## src/rtl/branch_target_buffer_pkg.sv

```systemverilog
`default_nettype none
// ============================================================================
//  Module      : branch_target_buffer_pkg
//  Description : Shared types, defaults and saturating-counter helpers for the
//                branch target buffer.
//  Revision    : 1.0 - initial release
// ============================================================================
package branch_target_buffer_pkg;

    localparam int BTB_ENTRIES_DEF = 16;
    localparam int BTB_CNT_W_DEF   = 2;

    // Sized for the widest legal configuration (IDX_W >= 1, CNT_W <= 4)
    typedef struct packed {
        logic        valid;
        logic [29:0] tag;
        logic [29:0] target;
        logic [3:0]  ctr;
    } btb_entry_t;

    function automatic logic [3:0] sat_inc(input logic [3:0] v, input int w);
        logic [4:0] lim;
        lim = 5'((1 << w) - 1);
        if ({1'b0, v} >= lim) return v;
        return v + 4'd1;
    endfunction

    function automatic logic [3:0] sat_dec(input logic [3:0] v, input int w);
        if (w < 1 || v == 4'd0) return v;
        return v - 4'd1;
    endfunction

endpackage
`default_nettype wire

```

## src/rtl/branch_target_buffer_sat_counter.sv

```systemverilog
`default_nettype none
// ============================================================================
//  Module      : sat_counter
//  Description : CNT_W-bit saturating up/down counter with load and a
//                port-supplied reset value; exposes the direction bit (MSB).
//  Revision    : 1.0 - initial release
// ============================================================================
module sat_counter
    import branch_target_buffer_pkg::*;
#(
    parameter int CNT_W = BTB_CNT_W_DEF
) (
    input  logic             clk,
    input  logic             rst,
    input  logic             i_inc,
    input  logic             i_dec,
    input  logic             i_load,
    input  logic [CNT_W-1:0] i_load_val,
    input  logic [CNT_W-1:0] i_rst_val,
    output logic             o_msb
);

    logic [CNT_W-1:0] r_ctr;

    always_ff @(posedge clk) begin
        if (rst) begin
            r_ctr <= i_rst_val;
        end else if (i_load) begin
            r_ctr <= i_load_val;
        end else if (i_inc) begin
            r_ctr <= CNT_W'(sat_inc(4'(r_ctr), CNT_W));
        end else if (i_dec) begin
            r_ctr <= CNT_W'(sat_dec(4'(r_ctr), CNT_W));
        end
    end

    assign o_msb = r_ctr[CNT_W-1];

endmodule
`default_nettype wire

```

## src/rtl/branch_target_buffer.sv

```systemverilog
`default_nettype none
// ============================================================================
//  Module      : branch_target_buffer
//  Description : Direct-mapped BTB with saturating-counter direction
//                prediction, MEM-stage training and mispredict recovery.
//  Revision    : 1.0 - initial release
// ============================================================================
module branch_target_buffer
    import branch_target_buffer_pkg::*;
#(
    parameter int ENTRIES = BTB_ENTRIES_DEF,
    parameter int CNT_W   = BTB_CNT_W_DEF,
    parameter int IDX_W   = $clog2(ENTRIES)
) (
    input  logic        CLK,
    input  logic        RST,
    input  logic        flush_all,
    input  logic        lookup_en,
    input  logic [31:0] lookup_pc,
    output logic        pred_taken,
    output logic [31:0] pred_target,
    input  logic        upd_en,
    input  logic [31:0] upd_pc,
    input  logic        upd_taken,
    input  logic [31:0] upd_target,
    input  logic        upd_pred_taken,
    input  logic [31:0] upd_pred_target,
    output logic        mispredict,
    output logic [31:0] recover_pc,
    output logic [31:0] hit_count,
    output logic [31:0] mispredict_count
);

    localparam int               c_TAG_W     = 30 - IDX_W;
    localparam logic [CNT_W-1:0] c_CTR_RST   = CNT_W'((1 << (CNT_W - 1)) - 1);
    localparam logic [CNT_W-1:0] c_CTR_ALLOC = CNT_W'(1 << (CNT_W - 1));

    logic [ENTRIES-1:0] r_valid;
    logic [c_TAG_W-1:0] r_tag    [ENTRIES];
    logic [29:0]        r_target [ENTRIES];
    logic [31:0]        r_hit_count;
    logic [31:0]        r_mis_count;

    logic [ENTRIES-1:0] w_ctr_msb;
    logic [ENTRIES-1:0] w_inc;
    logic [ENTRIES-1:0] w_dec;
    logic [ENTRIES-1:0] w_load;
    logic [IDX_W-1:0]   w_lk_idx;
    logic [IDX_W-1:0]   w_up_idx;
    logic [c_TAG_W-1:0] w_lk_tag;
    logic [c_TAG_W-1:0] w_up_tag;
    logic               w_lk_hit;
    logic               w_up_hit;
    logic               w_upd_act;
    logic               w_mispredict;

    assign w_lk_idx = lookup_pc[IDX_W+1:2];
    assign w_lk_tag = lookup_pc[31:IDX_W+2];
    assign w_up_idx = upd_pc[IDX_W+1:2];
    assign w_up_tag = upd_pc[31:IDX_W+2];

    // Lookups read the arrays before this edge's write (read-before-write)
    assign w_lk_hit    = ~RST & r_valid[w_lk_idx] & (r_tag[w_lk_idx] == w_lk_tag);
    assign pred_taken  = w_lk_hit & w_ctr_msb[w_lk_idx];
    assign pred_target = pred_taken ? {r_target[w_lk_idx], 2'b00} : lookup_pc + 32'd4;

    assign w_up_hit  = r_valid[w_up_idx] & (r_tag[w_up_idx] == w_up_tag);
    assign w_upd_act = upd_en & ~flush_all;

    assign w_mispredict = upd_en & ((upd_pred_taken != upd_taken) |
                                    (upd_taken & (upd_pred_target != upd_target)));
    assign mispredict   = w_mispredict;
    assign recover_pc   = upd_taken ? upd_target : upd_pc + 32'd4;

    generate
        for (genvar i = 0; i < ENTRIES; i++) begin : g_entry
            logic w_sel;
            assign w_sel     = w_upd_act & (w_up_idx == IDX_W'(i));
            assign w_load[i] = w_sel & upd_taken & ~w_up_hit;
            assign w_inc[i]  = w_sel & upd_taken & w_up_hit;
            assign w_dec[i]  = w_sel & ~upd_taken & w_up_hit;

            sat_counter #(
                .CNT_W (CNT_W)
            ) u_ctr (
                .clk        (CLK),
                .rst        (RST),
                .i_inc      (w_inc[i]),
                .i_dec      (w_dec[i]),
                .i_load     (w_load[i]),
                .i_load_val (c_CTR_ALLOC),
                .i_rst_val  (c_CTR_RST),
                .o_msb      (w_ctr_msb[i])
            );
        end
    endgenerate

    always_ff @(posedge CLK) begin
        if (RST) begin
            r_valid <= '0;
        end else if (flush_all) begin
            r_valid <= '0;
        end else if (w_upd_act & upd_taken) begin
            r_valid[w_up_idx] <= 1'b1;
        end
    end

    // Taken updates rewrite tag and target whether allocating or reinforcing
    always_ff @(posedge CLK) begin
        if (~RST & w_upd_act & upd_taken) begin
            r_tag[w_up_idx]    <= w_up_tag;
            r_target[w_up_idx] <= upd_target[31:2];
        end
    end

    always_ff @(posedge CLK) begin
        if (RST) begin
            r_hit_count <= '0;
            r_mis_count <= '0;
        end else begin
            if (lookup_en & w_lk_hit & (r_hit_count != 32'hFFFF_FFFF)) begin
                r_hit_count <= r_hit_count + 32'd1;
            end
            if (w_mispredict & (r_mis_count != 32'hFFFF_FFFF)) begin
                r_mis_count <= r_mis_count + 32'd1;
            end
        end
    end

    assign hit_count        = r_hit_count;
    assign mispredict_count = r_mis_count;

endmodule
`default_nettype wire

```

## config.mk

```make
export PLATFORM = sky130hd
export DESIGN_NAME = branch_target_buffer
export DESIGN_NICKNAME = d
export VERILOG_FILES = /design/src/rtl/branch_target_buffer_pkg.sv /design/src/rtl/branch_target_buffer_sat_counter.sv /design/src/rtl/branch_target_buffer.sv
export SDC_FILE = /design/constraint.sdc
export NUM_CORES = 2
export LEC_CHECK = 0
export CORE_MARGIN = 3
export CORE_UTILIZATION = 40
export DETAILED_ROUTE_END_ITERATION = 16
export MAX_ROUTING_LAYER = met4
export PLACE_DENSITY = 0.64
export SLEW_MARGIN = 20
export SYNTH_ARGS = -nofsm -noshare
export SYNTH_HDL_FRONTEND = slang
export SYNTH_SLANG_ARGS = --single-unit
export TNS_END_PERCENT = 100
```

## constraint.sdc

```tcl
create_clock -name CLK -period 6.5 [get_ports CLK]
set_input_delay 0.975 -clock CLK [delete_from_list [all_inputs] [get_ports CLK]]
set_output_delay 0.975 -clock CLK [all_outputs]
set_load 0.05 [all_outputs]
```

; Word-level counts from Yosys, hierarchy flattened
; Memories as Yosys holds them, arrays and structs flattened.
; Cells that the tools add are included.
[totals]
regBits = 112
mem_bits_rw = 896
output_inout_bits = 130
wordCells = 531
n_memories = 2
[mem_list]
columns = name, words, width, rd, rd_ports_with_merged_regs, wr, line
row1 = r_target, 16, 30, 1, 0, 1, branch_target_buffer.sv:40  ; logic [29:0] r_target [ENTRIES];
row2 = r_tag, 16, 26, 2, 0, 1, branch_target_buffer.sv:39  ; logic [c_TAG_W-1:0] r_tag [ENTRIES];
[op_classes]
n_addsub = 36
order_cmp = 19
n_eq_ne = 53
n_mux = 236
bitwise = 115
reduce_logical = 51
[ops]
columns = op, count
row1 = 2-bit 2-to-1 mux, 80
row2 = 1-bit 2-to-1 mux, 150
row3 = 1-bit bitwise AND, 109
row4 = "32-bit by 1-bit adder with 32-bit output, second input constant", 2
row5 = "32-bit by 3-bit adder with 32-bit output, second input constant", 2
row6 = 32-bit 2-to-1 mux, 2
row7 = "32-bit inequality test, second input constant", 2
row8 = "4-bit by 2-bit inequality test with 1-bit output, second input constant", 16
row9 = "4-bit inequality test, second input constant", 16
row10 = 26-bit equality test, 2
row11 = 3-bit AND reduction, 16
row12 = 3-bit nonzero test, 16
row13 = "2-bit by 1-bit adder with 2-bit output, second input constant", 16
row14 = "4-bit equality test, second input constant", 8
row15 = "2-bit >= comparator, second input constant", 16
row16 = 2-bit zero test, 16
row17 = 32-bit inequality test, 1
row18 = "2-bit by 1-bit subtractor with 2-bit output, second input constant", 16
row19 = "4-bit by 3-bit equality test with 1-bit output, second input constant", 4
row20 = 16-bit bitwise OR, 1
row21 = 1-bit binary-select mux with 4-bit select, 3
row22 = "4-bit by 5-bit less-than comparator with 1-bit output, second input constant", 2
row23 = "4-bit by 2-bit equality test with 1-bit output, second input constant", 2
row24 = 1-bit demux with 4-bit select, 1
row25 = 8 further kinds, 11

; Depth between registers and ports, before layout
[depth]
word_depth = 13
ltp_mapped = 17

; By module
; A second synthesis with hierarchy kept.
[unflattened]
cells_unflattened = 2889
area_unflattened_um2 = 47216.5
[by_module_without_submodules]
columns = mod, instances, cells_per_inst, area_each_um2
row1 = branch_target_buffer, 1, 2665, 44874.3
row2 = sat_counter, 16, 14, 146.4

; Worst setup path before layout
; Ideal clock, no wire load.
[synth_path]
path_kind = input -> register
startpoint = in upd_pc[2]
endpoint = mem r_tag[6][0] in the netlist's numbering, enable pin
setup_ns = 0.539
t_arrival_ns = 6.423
required_time_ns = 5.961
setup_slack_ns = -0.462
stages = 10
cell_sequence = buf_4 -> buf_6 -> buf_2 -> buf_2 -> buf_2 -> inv_1 -> ha_1 -> nand2_1 -> clkbuf_1 -> nor3_1
[synth_rtl]
columns = item, line
row1 = from (decl), branch_target_buffer.sv:23  ; input logic [31:0] upd_pc,
row2 = to (decl), branch_target_buffer.sv:39
; No word-level cell before the write port.

; Worst setup path in the final report
[layout_path]
startpoint = in lookup_pc[2]
endpoint = out pred_target[3]
[layout_between]
elab_chain_cells = 6
[layout_lines]
columns = item, line
row1 = from (decl), branch_target_buffer.sv:19  ; input logic [31:0] lookup_pc,
row2 = branches (longest 5 deep; another with memory read 16 x 26 bit), -
row3 = 32-bit 2-to-1 mux *, branch_target_buffer.sv:65  ; assign pred_target = pred_taken ? {r_target[w_lk_idx], 2'b00} : lookup_pc + 32'd4;
row4 = to (decl), branch_target_buffer.sv:21  ; output logic [31:0] pred_target,
; Mark *: on every way between the ends. The select of a mux whose other input is x is not followed.

==> reports/qor.log <==
qor: finish.layout.nets 3,380
qor: power.leakage 18.1 nW
qor: critical_path.crit_path_max_fanout 59
qor: synthesis.synth_nets 3,048
qor: critical_path.critical_path_arrival 5.03 ns
qor: cts.numCtsBuffers 104
qor: critical_path.critical_path_buffer_and_inverter_count 7
qor: hold_path.hold_path_class flip-flop to flip-flop
qor: synthesis.syn_area_per_cell 16.1 um^2
qor: global_route.grt_first_pass_wirelength 216,000 um
qor: die.fp-row-count 124
qor: cts.worst_skew_pair.late_latency 0.70 ns
qor: cts.post_cts_buffers 0
qor: timing.period_share 92.4%
qor: synthesis.asyncSetResetFlopFracSynth 0%
qor: cts.ctsHoldBuffers 0
qor: cts.tritoncts done
qor: cts.htree_levels 3
qor: finish.final_core_utilization 48.4%
qor: route.detail_route.drc_violations 0
qor: critical_path.critical_path_class input pin to output port
qor: route.drtIter0Drc 3,741
qor: cts.clk_root_buffer_cell sky130_fd_sc_hd__clkbuf_16
qor: outcome.status finished clean
qor: timing.final-hold-violation-count 0
qor: timing.number_of_setup_violations_in_the_final_report 0
qor: synthesis.netlist-cell-type-count 78
qor: timing.slew_headroom 26.5%
qor: critical_path.timing.critical_path.cells buf_8, buf_12, buf_4, buf_4, mux4_2, mux4_2, xnor2_1, o21ai_1, nor4_1, buf_4, and3b_2, buf_12, mux2_2, buf_4
qor: critical_path.critical_register_to_register_path_endpoint hit_count[12]
qor: synthesis.yosys_most_used_dff sky130_fd_sc_hd__edfxtp_1
qor: synthesis.netlist_area 46,700 um^2
qor: finish.most-common-layout-cells 896 x sky130_fd_sc_hd__edfxtp_1, 319 x sky130_fd_sc_hd__mux4_2, 203 x sky130_fd_sc_hd__clkdlybuf4s50_1
qor: critical_path.crit_path_frequent_cell sky130_fd_sc_hd__buf_4
qor: die.die_h 348 um
qor: timing.max_clock_freq 0.166 GHz
qor: die.core-area 115,000 um^2
qor: job.max_cap_violations 0
qor: placement.port_buffers 264
qor: cts.clock_path_buffers 3
qor: finish.most_common_cell_after_layout_fill_and_taps_aside sky130_fd_sc_hd__edfxtp_1
qor: finish.area_delta_synth_final 19.2%
qor: critical_path.regToRegStartpoint hit_count[3]
qor: critical_path.critical_path_cell_count 14
qor: synthesis.postSynthRegisterBits 1,008
qor: die.fp.dieArea 121,000 um^2
qor: global_route.globalRoute.totalOverflow 0
qor: cts.clkSinkCount 1,008
qor: route.finalWirelength 153,000 um
qor: timing.clock_skew 0.0590 ns
qor: global_route.grt_util_all_layers 25.6%
qor: timing.timing.hold.ws 0.482 ns
qor: die.die_width 348 um
qor: route.wire_per_inst 31.5 um
qor: synthesis.synthesis.instances 2,906
qor: global_route.maximum_number_of_pins_on_one_net_before_global_route_repair 69
qor: critical_path.cp.required 5.52 ns
qor: cts.cts.reportedPaths.clkPinSlew 0.06 ns
qor: route.vias 29,900
qor: cts.cts.repair.resized 0
qor: critical_path.crit_family buffers and inverters
qor: critical_path.ff2ff_setup_slack 2.16 ns
qor: critical_path.ff2ff_path_depth 10
qor: synthesis.synth_warnings 0
qor: timing.timing_worst_slew_pin_value 1.10 ns
qor: timing.grt_setup_unrepaired no
qor: placement.globalplace.congestion 0.937
qor: critical_path.crit_path_end_kind output port
qor: power.p_total 14.6 mW
qor: power.power.density_cell_area 261 nW/um^2
qor: timing.drv_slew 0
qor: global_route.number_of_global_route_vias_before_repair 29,100
qor: critical_path.critical_path.endpoint pred_target[3]
qor: die.pin_count 265
qor: timing.timing.setup.tns 0 ns
qor: synthesis.synth_edf_count 896
qor: placement.instance_area_after_placement 52,200 um^2
qor: timing.final_period_demand_of_the_worst_path 6.01 ns
qor: finish.post-route-cell-area 55,700 um^2
qor: critical_path.critical_path.startpoint lookup_pc[2]
qor: route.antenna_violating_nets_post_route 0
qor: power.vdd.ir_drop.worst 0.000223 V
qor: finish.fraction_of_layout_cells_with_a_size_suffix_above_1 22.4%
qor: synthesis.yosysSeqAreaShare 62.4%
qor: route.drt_pre_antenna_iters 5
qor: die.floorplan.initialDensity 40.6%
qor: placement.dpl.hpwl 99,500 um
qor: global_route.grt_antenna_before_repair 11
qor: critical_path.crit_path_top_delay_cell sky130_fd_sc_hd__mux4_2
qor: critical_path.critical-path-max-stage-delay 0.52 ns
qor: route.via_density_per_instance 6.17
qor: critical_path.startpoint_type input pin
==> kinds of logic (layout without fill, tap and decap cells) <==
| group | Yosys count | in the layout | share of synthesized area, % |
|---|---|---|---|
| multiplexers | 515 | 515 | 20.3 |
| AND/OR/NAND/NOR | 631 | 631 | 6.92 |
| flip-flops | 1008 | 1008 | 62.4 |
| adder cells (fa/ha/maj) | 7 | 7 | 0.187 |
| AO/OA/AOI/OAI | 370 | 370 | 5.13 |
| other | 0 | 7 | 0 |
| buffers and inverters | 228 | 647 | 2.33 |
| XOR/XNOR | 147 | 147 | 2.77 |
==> where the power goes <==
group | internal (mW) | switching (mW)
clock network | 3.49 | 2.57
registers | 7.07 | 0.0161
logic | 0.558 | 0.849
==> how the worst min path moves through the flow <==
stage	from	to	slack [ns]	depth (start not counted)
floorplan	r_valid[2]	r_valid[2]	0.45	1
global placement	r_valid[2]	r_valid[2]	0.46	1
detailed placement	r_valid[9]	r_valid[9]	0.47	1
CTS	r_valid[9]	r_valid[9]	0.48	1
global route	r_valid[11]	r_valid[11]	0.50	1
finish	r_valid[9]	r_valid[9]	0.48	1
==> cells in the mapped netlist (all sizes together) (12+ instances only) <==
cell type  count  area share (%)
a21oi         77            0.82
a221o         16            0.34
a22oi         23            0.37
and2          14            0.19
and3          26            0.35
buf          100             1.3
clkbuf        89            0.71
dfxtp        112             4.8
edfxtp       896              58
inv           39            0.31
mux2          35            0.84
mux2i        143             3.1
mux4         337              16
nand2        164             1.3
nand2b        15            0.20
nand3         69            0.74
nand4         44            0.59
nor2         119            0.96
nor2b         22            0.29
nor3          50            0.55
nor3b         13            0.22
nor4          28            0.39
o21a          18            0.29
o21ai        116             1.2
o22ai         14            0.19
o31ai         12            0.19
or3           22            0.29
or4           17            0.28
xnor2         74             1.4
xor2          73             1.4
==> registers in the layout, indices dropped and copies added (netlist names) <==
register and count:
r_target 480, mispredict_count 32, r_tag 416, r_valid 16
g_entry.u_ctr.r_ctr 32, hit_count 32
==> stage by stage <==
step | worst slack (ns) | std cells
after floorplan | -0.462 | 2906
after global placement | 0.541 | 4644
after detailed placement | 0.518 | 4644
after CTS | 0.524 | 4837
after global routing | 0.358 | 4844
final | 0.493 | 4844
==> routing by layer <==
metal,share of wire [%],vias to the layer above,GRT usage (%)
li1,-,12500,-
met1,39,15500,33.3
met2,47,1690,39.6
met3,11,252,5.94
met4,3.5,0,8.91
met5,0,-,-
==> layout make-up <==
cell class / instances / area [um^2]
diodes: 7 / 17.5
clock buffers: 125 / 2730
clock inverters: 68 / 721
fillers: 9667 / 59400
inverters: 39 / 146
multi-input cells: 1670 / 16600
flip-flops and latches: 1008 / 29100
well taps: 1512 / 1890
repair buffers: 415 / 4410
(Power assumes the default switching activity.)
